[src/rtl/ula_arbitro_pkg.sv]
// ----------------------------------------------------------------------------
// ula_arbitro_pkg
// Shared definitions for the ULA arbiter/sequencer:
//   - ULA opcode constants (OP_SOMA, OP_NEG, OP_SUB, OP_SLT)
//   - FSM state encoding (IDLE, EXEC, RESP)
//   - requester count (N_REQ)
// No ports (package).
// ----------------------------------------------------------------------------
package ula_arbitro_pkg;

    localparam logic [1:0] OP_SOMA = 2'b00;  // add
    localparam logic [1:0] OP_NEG  = 2'b01;  // negate Entrada1
    localparam logic [1:0] OP_SUB  = 2'b10;  // subtract
    localparam logic [1:0] OP_SLT  = 2'b11;  // sign of difference

    localparam int N_REQ = 2;

    typedef enum logic [1:0] {
        IDLE = 2'd0,
        EXEC = 2'd1,
        RESP = 2'd2
    } state_t;

endpackage

[src/rtl/ula_arbitro_if.sv]
// ----------------------------------------------------------------------------
// ula_arbitro_if
// Bundles every bus signal around the ULA arbiter: requester side
// (req_*), ULA side (ula_*), response side (rsp_*) and busy.
// Modports:
//   slave  - the arbiter (ula_arbitro)
//   master - the environment: requesters, response consumer and the ULA
// Parameter WIDTH: operand/result width.
// ----------------------------------------------------------------------------
interface ula_arbitro_if
    import ula_arbitro_pkg::*;
#(
    parameter int WIDTH = 8
);

    logic [N_REQ-1:0] req_valid;
    logic [N_REQ-1:0] req_ready;
    logic [1:0]       req_op0;
    logic [1:0]       req_op1;
    logic [WIDTH-1:0] req_a0;
    logic [WIDTH-1:0] req_b0;
    logic [WIDTH-1:0] req_a1;
    logic [WIDTH-1:0] req_b1;

    logic [WIDTH-1:0] ula_entrada1;
    logic [WIDTH-1:0] ula_entrada2;
    logic [1:0]       ula_op;
    logic [WIDTH-1:0] ula_resultado;
    logic             ula_zero;

    logic             rsp_valid;
    logic             rsp_ready;
    logic             rsp_id;
    logic [WIDTH-1:0] rsp_resultado;
    logic             rsp_zero;

    logic             busy;

    modport slave (
        input  req_valid, req_op0, req_op1, req_a0, req_b0, req_a1, req_b1,
        output req_ready,
        output ula_entrada1, ula_entrada2, ula_op,
        input  ula_resultado, ula_zero,
        output rsp_valid, rsp_id, rsp_resultado, rsp_zero,
        input  rsp_ready,
        output busy
    );

    modport master (
        output req_valid, req_op0, req_op1, req_a0, req_b0, req_a1, req_b1,
        input  req_ready,
        input  ula_entrada1, ula_entrada2, ula_op,
        output ula_resultado, ula_zero,
        input  rsp_valid, rsp_id, rsp_resultado, rsp_zero,
        output rsp_ready,
        input  busy
    );

endinterface

[src/rtl/ula_arb_rr.sv]
// ----------------------------------------------------------------------------
// ula_arb_rr
// Two-way grant generator for the ULA arbiter.
//   Default build: round-robin with a last-grant pointer (reset to 1 so that
//   requester 0 wins the first tie). The pointer moves only on acceptance.
//   ULA_ARB_PRIO_FIXA_EN defined: fixed priority, requester 0 wins ties and
//   no pointer register exists.
// Ports:
//   i_clock, i_reset_n : clock, asynchronous active-low reset
//   i_req_valid        : per-requester valid
//   i_accept           : a grant was taken this cycle (moves the pointer)
//   o_grant            : one-hot grant, only for a valid requester
//   o_grant_id         : index of the winning requester
// ----------------------------------------------------------------------------
module ula_arb_rr
    import ula_arbitro_pkg::*;
(
    input  logic             i_clock,
    input  logic             i_reset_n,
    input  logic [N_REQ-1:0] i_req_valid,
    input  logic             i_accept,
    output logic [N_REQ-1:0] o_grant,
    output logic             o_grant_id
);

    logic w_win_id;

`ifdef ULA_ARB_PRIO_FIXA_EN
    // Clock, reset and accept are not needed without a pointer.
    logic w_unused;
    assign w_unused = &{1'b0, i_clock, i_reset_n, i_accept};

    assign w_win_id = ~i_req_valid[0] & i_req_valid[1];
`else
    logic r_last;

    always_comb begin
        w_win_id = 1'b0;
        if (i_req_valid == 2'b11) begin
            // Tie: the requester that did not win last time goes next.
            w_win_id = ~r_last;
        end else if (i_req_valid[1]) begin
            w_win_id = 1'b1;
        end
    end

    always_ff @(posedge i_clock or negedge i_reset_n) begin
        if (!i_reset_n) begin
            r_last <= 1'b1;
        end else if (i_accept) begin
            r_last <= w_win_id;
        end
    end
`endif

    generate
        for (genvar gi = 0; gi < N_REQ; gi++) begin : g_grant
            assign o_grant[gi] = i_req_valid[gi] && (w_win_id == 1'(gi));
        end
    endgenerate

    assign o_grant_id = w_win_id;

endmodule

[src/rtl/ula_arbitro.sv]
// ----------------------------------------------------------------------------
// ula_arbitro
// Shares one combinational ULA between two requesters (0: control/PC path,
// 1: execute stage). One operation in flight at a time:
//   IDLE : grant one valid requester, latch its op/a/b into issue registers
//   EXEC : issue registers drive the ULA; result and Zero captured at the end
//   RESP : response held until rsp_ready; no new request is accepted
// Arbitration mode selected by ULA_ARB_PRIO_FIXA_EN (see ula_arb_rr).
// Ports:
//   i_clock   : rising-edge clock
//   i_reset_n : asynchronous active-low reset
//   bus       : ula_arbitro_if.slave (requests, ULA lines, response, busy)
// Parameter WIDTH: operand/result width, must match the interface.
// ----------------------------------------------------------------------------
module ula_arbitro
    import ula_arbitro_pkg::*;
#(
    parameter int WIDTH = 8
) (
    input  logic          i_clock,
    input  logic          i_reset_n,
    ula_arbitro_if.slave  bus
);

    state_t           r_state;
    state_t           w_state_next;

    logic [1:0]       r_op;
    logic [WIDTH-1:0] r_a;
    logic [WIDTH-1:0] r_b;
    logic             r_id;
    logic [WIDTH-1:0] r_rsp_res;
    logic             r_rsp_zero;

    logic [N_REQ-1:0] w_grant;
    logic             w_grant_id;
    logic [N_REQ-1:0] w_ready;
    logic             w_accept;

    ula_arb_rr u_arb (
        .i_clock     (i_clock),
        .i_reset_n   (i_reset_n),
        .i_req_valid (bus.req_valid),
        .i_accept    (w_accept),
        .o_grant     (w_grant),
        .o_grant_id  (w_grant_id)
    );

    always_ff @(posedge i_clock or negedge i_reset_n) begin
        if (!i_reset_n) begin
            r_state <= IDLE;
        end else begin
            r_state <= w_state_next;
        end
    end

    always_comb begin
        w_state_next = r_state;
        w_ready      = '0;
        w_accept     = 1'b0;
        case (r_state)
            IDLE: begin
                w_ready  = w_grant;
                w_accept = |w_grant;
                if (|w_grant) begin
                    w_state_next = EXEC;
                end
            end
            EXEC: begin
                w_state_next = RESP;
            end
            RESP: begin
                if (bus.rsp_ready) begin
                    w_state_next = IDLE;
                end
            end
            default: begin
                w_state_next = IDLE;
            end
        endcase
    end

    // Issue and response registers. The issue registers keep driving the ULA
    // in every state, so its inputs never glitch between operations.
    always_ff @(posedge i_clock or negedge i_reset_n) begin
        if (!i_reset_n) begin
            r_op       <= OP_SOMA;
            r_a        <= '0;
            r_b        <= '0;
            r_id       <= 1'b0;
            r_rsp_res  <= '0;
            r_rsp_zero <= 1'b0;
        end else begin
            if (w_accept) begin
                r_id <= w_grant_id;
                r_op <= w_grant_id ? bus.req_op1 : bus.req_op0;
                r_a  <= w_grant_id ? bus.req_a1  : bus.req_a0;
                r_b  <= w_grant_id ? bus.req_b1  : bus.req_b0;
            end
            if (r_state == EXEC) begin
                r_rsp_res  <= bus.ula_resultado;
                r_rsp_zero <= bus.ula_zero;
            end
        end
    end

    assign bus.req_ready     = w_ready;
    assign bus.ula_entrada1  = r_a;
    assign bus.ula_entrada2  = r_b;
    assign bus.ula_op        = r_op;
    assign bus.rsp_valid     = (r_state == RESP);
    assign bus.rsp_id        = r_id;
    assign bus.rsp_resultado = r_rsp_res;
    assign bus.rsp_zero      = r_rsp_zero;
    assign bus.busy          = (r_state != IDLE);

endmodule
[src/flat_wrapper.sv]
// flat-port wrapper written by rule: the top's interface ports become plain ports
module ula_arbitro_flat import ula_arbitro_pkg::*;
#(
    parameter int WIDTH = 8
)
  (i_clock, i_reset_n, bus_req_valid, bus_req_op0, bus_req_op1, bus_req_a0, bus_req_b0, bus_req_a1, bus_req_b1, bus_req_ready, bus_ula_entrada1, bus_ula_entrada2, bus_ula_op, bus_ula_resultado, bus_ula_zero, bus_rsp_valid, bus_rsp_id, bus_rsp_resultado, bus_rsp_zero, bus_rsp_ready, bus_busy);
  ula_arbitro_if #(.WIDTH(WIDTH)) bus_i ();
  input  logic i_clock;
  input  logic i_reset_n;
  input wire logic [$bits(bus_i.req_valid)-1:0] bus_req_valid;
  input wire logic [$bits(bus_i.req_op0)-1:0] bus_req_op0;
  input wire logic [$bits(bus_i.req_op1)-1:0] bus_req_op1;
  input wire logic [$bits(bus_i.req_a0)-1:0] bus_req_a0;
  input wire logic [$bits(bus_i.req_b0)-1:0] bus_req_b0;
  input wire logic [$bits(bus_i.req_a1)-1:0] bus_req_a1;
  input wire logic [$bits(bus_i.req_b1)-1:0] bus_req_b1;
  output wire logic [$bits(bus_i.req_ready)-1:0] bus_req_ready;
  output wire logic [$bits(bus_i.ula_entrada1)-1:0] bus_ula_entrada1;
  output wire logic [$bits(bus_i.ula_entrada2)-1:0] bus_ula_entrada2;
  output wire logic [$bits(bus_i.ula_op)-1:0] bus_ula_op;
  input wire logic [$bits(bus_i.ula_resultado)-1:0] bus_ula_resultado;
  input wire logic [$bits(bus_i.ula_zero)-1:0] bus_ula_zero;
  output wire logic [$bits(bus_i.rsp_valid)-1:0] bus_rsp_valid;
  output wire logic [$bits(bus_i.rsp_id)-1:0] bus_rsp_id;
  output wire logic [$bits(bus_i.rsp_resultado)-1:0] bus_rsp_resultado;
  output wire logic [$bits(bus_i.rsp_zero)-1:0] bus_rsp_zero;
  input wire logic [$bits(bus_i.rsp_ready)-1:0] bus_rsp_ready;
  output wire logic [$bits(bus_i.busy)-1:0] bus_busy;
  assign bus_i.req_valid = bus_req_valid;
  assign bus_i.req_op0 = bus_req_op0;
  assign bus_i.req_op1 = bus_req_op1;
  assign bus_i.req_a0 = bus_req_a0;
  assign bus_i.req_b0 = bus_req_b0;
  assign bus_i.req_a1 = bus_req_a1;
  assign bus_i.req_b1 = bus_req_b1;
  assign bus_req_ready = bus_i.req_ready;
  assign bus_ula_entrada1 = bus_i.ula_entrada1;
  assign bus_ula_entrada2 = bus_i.ula_entrada2;
  assign bus_ula_op = bus_i.ula_op;
  assign bus_i.ula_resultado = bus_ula_resultado;
  assign bus_i.ula_zero = bus_ula_zero;
  assign bus_rsp_valid = bus_i.rsp_valid;
  assign bus_rsp_id = bus_i.rsp_id;
  assign bus_rsp_resultado = bus_i.rsp_resultado;
  assign bus_rsp_zero = bus_i.rsp_zero;
  assign bus_i.rsp_ready = bus_rsp_ready;
  assign bus_busy = bus_i.busy;
  ula_arbitro #(.WIDTH(WIDTH)) u_core (.i_clock(i_clock), .i_reset_n(i_reset_n), .bus(bus_i));
endmodule
[config.mk]
export PLATFORM = sky130hd
export DESIGN_NAME = ula_arbitro_flat
export DESIGN_NICKNAME = d
export VERILOG_FILES = /design/src/rtl/ula_arbitro_pkg.sv /design/src/rtl/ula_arbitro_if.sv /design/src/rtl/ula_arb_rr.sv /design/src/rtl/ula_arbitro.sv /design/src/flat_wrapper.sv
export SDC_FILE = /design/constraint.sdc
export NUM_CORES = 1
export LEC_CHECK = 0
export CAP_MARGIN = 15
export CORE_MARGIN = 10
export CORE_UTILIZATION = 38
export DETAILED_ROUTE_END_ITERATION = 8
export GPL_TIMING_DRIVEN = 0
export PLACE_DENSITY = 0.79
export SLEW_MARGIN = 0
export SYNTH_ARGS = -nofsm -noshare
export SYNTH_HDL_FRONTEND = slang
export SYNTH_SLANG_ARGS = --single-unit
[constraint.sdc]
create_clock -name i_clock -period 1.8 [get_ports i_clock]
set_input_delay 0.18 -clock i_clock [delete_from_list [all_inputs] [get_ports i_clock]]
set_output_delay 0.18 -clock i_clock [all_outputs]
set_load 0.01 [all_outputs]
==> run summary <==
Fmax = 584.1 MHz
Top-Level Pins = 82
CTS Sinks = 31
First-pass GRT wire length = 6189 µm
Skew-Pair Late Insertion Delay = 0.28 ns
Avg Vias per Cell = 4.701
GR Util All Layers = 12.16%
Antenna Nets Post-Route = 0
GPL Wtd Cong = 0.7371
Pre-antenna DRT Iters = 2
Met2 global-route usage = 22.81%
N_diodes = 0
Max VDD drop = 0.8074 mV
RSZ-0062 raised after global routing = no
CTS max path bufs = 2
Buf/Inv on CP = 4
Main combinational cell family by area after synthesis = multiplexers
Final period utilization = 95.12%
Post-route insts no fill = 234
Critical path cell sequence = clkdlybuf4s50_1 -> a21bo_1 -> buf_6 -> buf_4 -> nor3_4 -> buf_2
R2R cell count = 5
Die width = 82.12 µm
Synth warn = 0
Clock skew = 0.003279 ns
Busiest layer in global routing = met2
CP required = 1.62 ns
Worst reg2reg endpoint = u_core.bus.ula_entrada1[1]
Number of register bits inferred by synthesis = 31
TritonCTS clock tree = built
Measured slew at the worst slew-check pin = 0.8131 ns
Die ar. = 6744 µm²
CTS HTree Levels = 2
Syn Nets = 145
Area of the multi-input gates = 654.4 µm²
Dpl hpwl = 3379 µm
Mean Syn Cell Area = 15.44 µm²
Met3 Track Usage GR = 3.672%
Iter 0 DRT Violations = 21
Synthesized cell area = 1466 µm²
Worst-path cell with the longest stage delay = clkdlybuf4s50_1
Clock Root Buffer = clkbuf_8
Nets@finish = 235
Cts bufs inserted = 5
Post-synthesis mux area share = 39.16%
CP max stage delay = 0.51 ns
DRC violations left = 0
FF+latch area = 777.0 µm²
WL/cell = 17.33 µm
Clock slew at reported path FFs = 0.06 ns
Lkg Pwr = 1.101 nW
Synth area leaders = dfrtp_1, mux2_2, mux2_4
Initial Util = 39.76%
M1 GR Usage = 11.58%
FILL cells = 294
Synth async-reset ratio = 100.0%
DR vias = 1100
Slew margin rel. = 45.63%
Synth Area in Compound Gates = 2.645%
Adder-cell share of the synthesized area = 0%
XOR/XNOR Fraction of Synth Area = 0%
Critical Path Start Type = input pin
Synth cell count leaders = dfrtp_1, mux2_2, mux2_4, buf_2, inv_1
Simple-Gate Fraction of Synth Area = 1.877%
Crit-path max FO = 9
Hold Path Class = in2async
Register area share after synthesis = 52.99%
IO Port Bufs = 81
Layout cells sized above 1 = 34.41%
Delay-heaviest family, CP = buffers and inverters
Antenna violations before repair = 0
Hold Fails Final Rpt = 0
Arr. time, crit path = 1.53 ns
Max Cap Violations = 0
Distinct cells, synth = 16
Die Y = 82.12 µm
TNS Setup = 0 ns
Number of hold buffers added after cts = 0
WS Path Type = in2out
Core ar. = 3689 µm²
Grt ovf = 0
Site Rows = 22
Area leader, netlist = dfrtp_1
Top-count cell post-synth = dfrtp_1
Primary FF master, synth = dfrtp_1
Placed cell count = 225
Setup crit end kind = primary output
Final WL = 4055 µm
Area delta synth->final = 69.45%
Post-layout min period = 1.712 ns
Number of global-route vias before repair = 1227
Final Max Slew Viols = 0
Post-synth EDFFs = 0
Pin count of the biggest net entering global routing = 18
Cells after synthesis = 95
Outcome = completed
Final core occ = 67.37%
R2R setup slack = 0.09 ns
Post-synth top area share = 51.19%
RR Startpoint = u_core.u_arb.r_last
Final setup violating endpoints = 0
Pwr Density = 1569 nW/µm²
[routing by layer]
metal,vias up,routed length (µm)
li1,516,-
met1,532,1423
met2,45,2156
met3,7,398
met4,0,76
met5,-,0
[final cells by class]
| class | count | share of cell area [%] |
|---|---|---|
| flip-flops and latches | 31 | 31.27 |
| inverters | 3 | 0.4532 |
| plain buffers | 5 | 1.511 |
| well taps | 48 | 2.417 |
| repair buffers | 83 | 33.28 |
| clock inverters | 2 | 1.410 |
| clock buffers | 6 | 3.323 |
| multi-input cells | 56 | 26.33 |
[sequential cells by signal, indices dropped and copies added (netlist names)]
register and flops:
u_core.r_state 2, u_core.bus.rsp_id 1, u_core.bus.ula_entrada1 8, u_core.bus.rsp_resultado 8
u_core.u_arb.r_last 1, u_core.bus.ula_entrada2 8, u_core.bus.rsp_zero 1, u_core.bus.ula_op 2
[power breakdown]
| group | internal [mW] | leakage, nW | switching, mW |
|---|---|---|---|
| combinational | 1.23 | 0.677 | 0.718 |
| sequential | 1.07 | 0.363 | 0.194 |
| clock | 0.447 | 0.0612 | 0.246 |
[layout by cell type (no fill, tap or decap), drive strengths merged]
| cell type | n |
|---|---|
| clkbuf | 6 |
| nand2b | 2 |
| o21ai | 2 |
| a21o | 1 |
| and3 | 1 |
| buf | 8 |
| a21oi | 1 |
| clkinv | 1 |
| a31oi | 1 |
| a21bo | 1 |
| clkdlybuf4s50 | 79 |
| bufinv | 1 |
| dfrtp | 30 |
| inv | 3 |
| nor3 | 1 |
| dlygate4sd2 | 1 |
| dfstp | 1 |
| nor2 | 1 |
| mux2 | 45 |
[per-stage QoR]
stage	setup slack (ns)	cell area [µm²]	total power, mW	hold slack, ns
after detailed placement	-0.2847	2352	3.234	0.4700
after CTS	0.06812	2476	3.940	0.3895
after floorplan	0.3041	1466	2.188	-0.1156
final	0.08784	2485	3.899	0.3696
after global routing	0.01330	2485	4.130	0.4275
after global placement	-0.2641	2337	3.158	0.4625
[repair_timing]
action	in CTS	in global routing
buffers inserted	1	0
resized for setup	6	2
endpoints found under the setup margin	2	2
[cells by family after synthesis]
group                  count (synthesis)
AO/OA/AOI/OAI                          6
AND/OR/NAND/NOR                        5
buffers and inverters                  8
multiplexers                          45
flip-flops                            31
[worst max-delay path by stage]
stage | from | depth (start not counted) | endpoint
after floorplan | u_core.u_arb.r_last | 4 | u_core.bus.ula_entrada1[2]
after global placement | bus_req_valid[1] | 5 | bus_req_ready[1]
after detailed placement | bus_req_valid[1] | 5 | bus_req_ready[1]
after CTS | u_core.r_state[1] | 3 | bus_busy
after global routing | u_core.u_arb.r_last | 5 | u_core.bus.ula_entrada1[1]
final | bus_req_valid[1] | 6 | bus_req_ready[1]
No activity file was read; power rests on OpenSTA's default activity.
